**src/rtl/piso_pkg.sv**
```systemverilog
// Shared types and constants for the parallel-in serial-out transmitter.
package piso_pkg;

  typedef enum logic {
    ST_IDLE  = 1'b0,
    ST_SHIFT = 1'b1
  } state_e;

  localparam logic IDLE_LEVEL_DEFAULT = 1'b0;

  // Bits needed to hold WIDTH-1; never less than one bit.
  function automatic int cnt_width(input int width);
    int w;
    w = $clog2(width);
    return (w < 1) ? 1 : w;
  endfunction

endpackage

```
**src/rtl/piso_bit_cnt.sv**
```systemverilog
// Loadable down-counter tracking the bits remaining in the current frame.
module piso_bit_cnt
  import piso_pkg::*;
#(
  parameter int CW = 2
) (
  input  logic          clk,
  input  logic          rst,
  input  logic          load,
  input  logic [CW-1:0] load_val,
  input  logic          dec,
  output logic          zero
);

  logic [CW-1:0] cnt_q;

  always_ff @(posedge clk or negedge rst) begin
    if (!rst) begin
      cnt_q <= '0;
    end else if (load) begin
      cnt_q <= load_val;
    end else if (dec && (cnt_q != '0)) begin
      cnt_q <= cnt_q - 1'b1;
    end
  end

  assign zero = (cnt_q == '0);

endmodule

```
**src/rtl/piso_tx.sv**
```systemverilog
// Serialises WIDTH-bit words accepted via valid/ready, one bit per clock,
// with frame-valid and last-bit markers; back-to-back frames have no gap.
module piso_tx
  import piso_pkg::*;
#(
  parameter int   WIDTH      = 4,
  parameter bit   MSB_FIRST  = 1'b1,
  parameter logic IDLE_LEVEL = IDLE_LEVEL_DEFAULT
) (
  input  logic             clk,
  input  logic             rst,
  input  logic             pi_valid,
  input  logic [WIDTH-1:0] pi,
  output logic             pi_ready,
  output logic             so,
  output logic             so_valid,
  output logic             so_last,
  output logic             busy
);

  localparam int CW = cnt_width(WIDTH);
  localparam logic [CW-1:0] LOAD_VAL = CW'(WIDTH - 1);

  state_e           state_q;
  logic [WIDTH-1:0] shreg_q;
  logic [WIDTH-1:0] shift_d;
  logic             cnt_zero;
  logic             in_shift;
  logic             accept;
  logic             head;

  assign in_shift = (state_q == ST_SHIFT);
  // Ready is also masked by reset so nothing is handed over while held.
  assign pi_ready = rst & (~in_shift | cnt_zero);
  assign accept   = pi_valid & pi_ready;

  generate
    if (MSB_FIRST) begin : g_msb
      assign head    = shreg_q[WIDTH-1];
      assign shift_d = {shreg_q[WIDTH-2:0], 1'b0};
    end else begin : g_lsb
      assign head    = shreg_q[0];
      assign shift_d = {1'b0, shreg_q[WIDTH-1:1]};
    end
  endgenerate

  piso_bit_cnt #(
    .CW(CW)
  ) u_bit_cnt (
    .clk      (clk),
    .rst      (rst),
    .load     (accept),
    .load_val (LOAD_VAL),
    .dec      (in_shift),
    .zero     (cnt_zero)
  );

  always_ff @(posedge clk or negedge rst) begin
    if (!rst) begin
      state_q <= ST_IDLE;
      shreg_q <= '0;
    end else begin
      case (state_q)
        ST_IDLE: begin
          if (accept) begin
            shreg_q <= pi;
            state_q <= ST_SHIFT;
          end
        end
        ST_SHIFT: begin
          if (accept) begin
            shreg_q <= pi;
          end else begin
            shreg_q <= shift_d;
            if (cnt_zero) begin
              state_q <= ST_IDLE;
            end
          end
        end
        default: begin
          state_q <= ST_IDLE;
          shreg_q <= '0;
        end
      endcase
    end
  end

  assign so       = in_shift ? head : IDLE_LEVEL;
  assign so_valid = in_shift;
  assign so_last  = in_shift & cnt_zero;
  assign busy     = in_shift;

endmodule

```
**config.mk**
```make
export PLATFORM = sky130hd
export DESIGN_NAME = piso_tx
export DESIGN_NICKNAME = d
export VERILOG_FILES = /design/src/rtl/piso_pkg.sv /design/src/rtl/piso_bit_cnt.sv /design/src/rtl/piso_tx.sv
export SDC_FILE = /design/constraint.sdc
export NUM_CORES = 1
export LEC_CHECK = 0
export CAP_MARGIN = 20
export CORE_AREA = 2 2 39 41
export DETAILED_ROUTE_END_ITERATION = 10
export DIE_AREA = 0 0 41 43
export GPL_TIMING_DRIVEN = 1
export PLACE_DENSITY = 0.64
export RECOVER_POWER = 100
export SLEW_MARGIN = 0
export SYNTH_ARGS = -nofsm -noshare
export SYNTH_HDL_FRONTEND = slang
export SYNTH_SLANG_ARGS = --single-unit
```
**constraint.sdc**
```tcl
create_clock -name clk -period 2.76 [get_ports clk]
set_clock_uncertainty 0.05 [all_clocks]
set_input_delay 0.552 -clock clk [delete_from_list [all_inputs] [get_ports clk]]
set_output_delay 0.552 -clock clk [all_outputs]
set_load 0.01 [all_outputs]
```
After elaboration in Yosys (flattened, before gate mapping)
Cells that the tools add are included.

word-level totals
  word-level logic and storage cells = 24
  register bits = 7
  output and inout port bits = 5

operators by class
  add/subtract/negate cells = 1
  multiplexer cells = 10
  equality and inequality tests = 1
  bitwise gates (word level) = 5
  reduce and logical (&&, ||, !) cells = 4

operators by type and width
  kind                                                                 count
  4-bit 2-to-1 mux                                                     2
  4-bit one-hot mux with 2 select lines                                1
  1-bit 2-to-1 mux                                                     4
  2-bit 2-to-1 mux                                                     2
  2-bit nonzero test                                                   2
  1-bit AND                                                            3
  2-bit logical NOT                                                    1
  2-bit != test (second input constant)                                1
  1-bit one-hot mux with 2 select lines                                1
  2-bit by 1-bit subtractor with 2-bit output (second input constant)  1
  1-bit logical AND                                                    1
  1-bit NOT                                                            1
  1-bit bitwise OR                                                     1

Logic depth before layout (Yosys ltp)
  depth after elaboration = 6
  depth in mapped cells = 5

Hierarchy
A second synthesis with hierarchy kept.

second synthesis, totals
  cell total of the unflattened synthesis = 36
  area total of the unflattened synthesis = 442.9 µm²

by module, submodules not included
  module        cells each  area each (µm²)  instances
  piso_tx       23          310.3            1
  piso_bit_cnt  13          132.6            1

Worst setup path after synthesis
OpenSTA, ideal clock, no wires.

  path kind = register to output
  start = register u_bit_cnt.cnt_q[0]
  end = output port pi_ready
  arrival = 906 ps
  data required time = 2158 ps
  cell stages (with the launch flop) = 5
  path slack = 1252 ps
  path through = dfrtp_1 -> inv_1 -> ha_1 -> nand2b_4 -> and2_1

on the way
  cells in the longest elaborated chain, start to end = 3

RTL lines
  what                    line                text
  start, declared         piso_bit_cnt.sv:15  logic [CW-1:0] cnt_q;
  start signal, assigned  piso_bit_cnt.sv:21  cnt_q <= load_val;
  start signal, assigned  piso_bit_cnt.sv:23  cnt_q <= cnt_q - 1'b1;
  2-bit logical NOT       piso_bit_cnt.sv:27  assign zero = (cnt_q == '0);
  1-bit bitwise OR        piso_tx.sv:34       assign pi_ready = rst & (~in_shift | cnt_zero);
  1-bit AND               piso_tx.sv:34
  end, declared           piso_tx.sv:14       output logic pi_ready,

No other way between the ends.

Final worst setup path
  start = input port rst
  end = output port pi_ready

on the way
  cells in the longest elaborated chain, start to end = 1

RTL lines
  what             line           text
  start, declared  piso_tx.sv:11  input logic rst,
  1-bit AND        piso_tx.sv:34

No other way between the ends.

==> run summary <==
CP Data Required Time = 2.16 ns
synth warn = 0
worst-margin pin slew = 0.419 ns
level count of the clock H-tree = 1
Hold-fix buffers, CTS = 0
Metal-1 WL = 295 µm
Detail Placement HPWL = 521 µm
RSZ-0062 raised after global routing = no
width of the die = 41 µm
top layer in use = met3
worst-path cell chain = dlygate4sd3_1, and2_1, dlygate4sd3_1
DRT Pass-1 Iters = 2
HP Class = flip-flop to flip-flop
grt ovf = 0
average wire per standard cell = 11.9 µm
main combinational cell family by area after synthesis = multiplexers
Root Buffer Master = clkbuf_4
met3 wire length = 45 µm
core area = 1380 µm²
Vias = 264
# diodes = 0
Max clock buf depth = 2
crit path launch type = input port
post-synthesis sequential area ratio = 0.459
area delta synth->final = 32.8%
period utilization = 0.877
I/O Buffers = 11
most frequent cells in the layout = 7 x mux2_1, 7 x dfrtp_1, 6 x dlygate4sd3_1, 5 x clkdlybuf4s50_1
largest net degree at the start of global routing = 10
Max-Cap Viols = 0
cells resized by post-CTS repair = 0
synthesized area per cell = 13.2 µm²
final hold vios = 0
Die Span Y = 43 µm
fmax = 0.413 GHz
Pleak = 0.000245 µW
total CTS buffers = 3
Arrival @ worst endpoint = 1.82 ns
Fillers = 150
Total GRT Usage = 0.108
remaining antenna violation count = 0
initial antenna violation count = 0
routed vias/inst = 4.40
Pins Over Slew Limit = 0
outcome = completed
worst setup path start = rst
complex-gate fraction of the synthesized area = 0.0197
Post-Synth XOR/XNOR Area = 0.0230
# IOs = 12
worst skew pair latency = 0.25 ns
met2 WL = 371 µm
DP Worst Slack = 0.494 ns
slowest CP cell = dlygate4sd3_1
Cell Area, Placed = 512 µm²
Max VDD drop = 0.000236 V
CTS sink cnt = 7
syn_nets = 37
Final WS setup = 0.339 ns
library cells used by synthesis = 13
mux cell area share after synthesis = 0.246
Power per Cell Area = 1030 nW/µm²
Post-Synthesis Cells = 29
vias in the first global route = 272
Post-Syn Area = 382 µm²
Routed WL = 712 µm
hold_sp = u_bit_cnt.cnt_q[1]$_DFFE_PN0P_
Initial Util = 0.276
# Post-CTS Setup Buffers = 0
# rows = 14
global-route wire length before repair = 1.21 mm
setup TNS = 0 ns
Clock Pin Slew Worst Setup and Hold Paths = 0.05 ns
DIE AREA = 1760 µm²
design area = 507 µm²
crit path max fanout = 2
Yosys reg bits = 7
Buf/Inv on CP = 2
Setup Viol. Count Final = 0
nets = 53
simple-gate portion of the synthesized area = 0.180
Tmin final = 2.42 ns
detailed-route DRC error count = 0
DRT iter0 DRCs = 2
Worst R2R Start = u_bit_cnt.cnt_q[0]$_DFFE_PN0P_
crit path kind = input port to output pin
most numerous cell on the critical path = dlygate4sd3_1
Critical Path End Type = output pin
adder-cell share of the synthesized area = 0.0328
gpl congestion = 0.703
share of post-route cells with drive strength above 1 = 0.0909
delay-heaviest family, CP = buffers and inverters
critical path's largest stage delay = 0.59 ns
CTS tree = yes
slew margin rel. = 0.720
## state kept, by name, indices dropped and copies added, names as in the netlist
signal           count
shreg_q              4
busy                 1
u_bit_cnt.cnt_q      2
## worst paths after layout
check	end	slack, ns	cells after the start
max reg2reg	shreg_q[0]$_DFFE_PN0P_	1.16	5
min	u_bit_cnt.cnt_q[1]$_DFFE_PN0P_	0.49	2
min reg2reg	u_bit_cnt.cnt_q[1]$_DFFE_PN0P_	0.49	2
min in group asynchronous	shreg_q[0]$_DFFE_PN0P_	0.70	2
max in group asynchronous	u_bit_cnt.cnt_q[1]$_DFFE_PN0P_	1.66	2
max	pi_ready	0.34	3
## cells in the mapped netlist
cell type / count / area share
and2b_1: 1 / 0.020
inv_1: 2 / 0.020
dfrtp_1: 7 / 0.46
ha_1: 1 / 0.033
and2_1: 3 / 0.049
xnor2_1: 1 / 0.023
nand2b_4: 1 / 0.036
nand2_1: 3 / 0.030
o211ai_1: 1 / 0.020
nand3_4: 1 / 0.046
mux2_4: 4 / 0.16
mux2_1: 3 / 0.089
buf_4: 1 / 0.020
## report_power, final
group	switching [µW]	total, µW	internal (µW)
Sequential	41.3	192	150
Clock	41.8	97.3	55.5
Combinational	96.2	231	135
## kinds of logic after synthesis
kind of cell               after synthesis
and+or+nand+nor                          9
muxes                                    7
DFF                                      7
buffers and inverters                    3
AOI/OAI and AO/OA                        1
xor gates and xnor gates                 1
adders and majority gates                1
## per-layer routing
layer	track usage	vias up
li1	-	125
met2	0.159	8
met3	0.0471	0
met1	0.125	131
met4	0.0600	0
met5	0	-
## worst reg2reg max path, delay by kind of cell (launching register included)
family / cells / cell delay (ns)
simple gates: 2 / 0.40
buf+inv: 1 / 0.09
mux: 1 / 0.41
flops: 1 / 0.37
fa+ha+maj: 1 / 0.16
## through the flow
stage               cells  hold WS (ns)  total power [µW]  utilization
finish                 60         0.491               520        0.366
floorplan              29         0.206               381            -
detailed placement     56         0.454               477        0.370
global placement       56         0.428               468        0.370
global route           60         0.536               569        0.366
CTS                    60         0.502               582        0.389
## cell type report
type                    instances  area [µm²]  share of cell area
clock buffers                   4        26.3              0.0519
well taps                      16        20.0              0.0395
multi-input cells              19         164               0.323
inverters                       2        7.51              0.0148
repair buffers                 12         114               0.225
flip-flops and latches          7         175               0.346
Power figures use the tool's default switching activity.
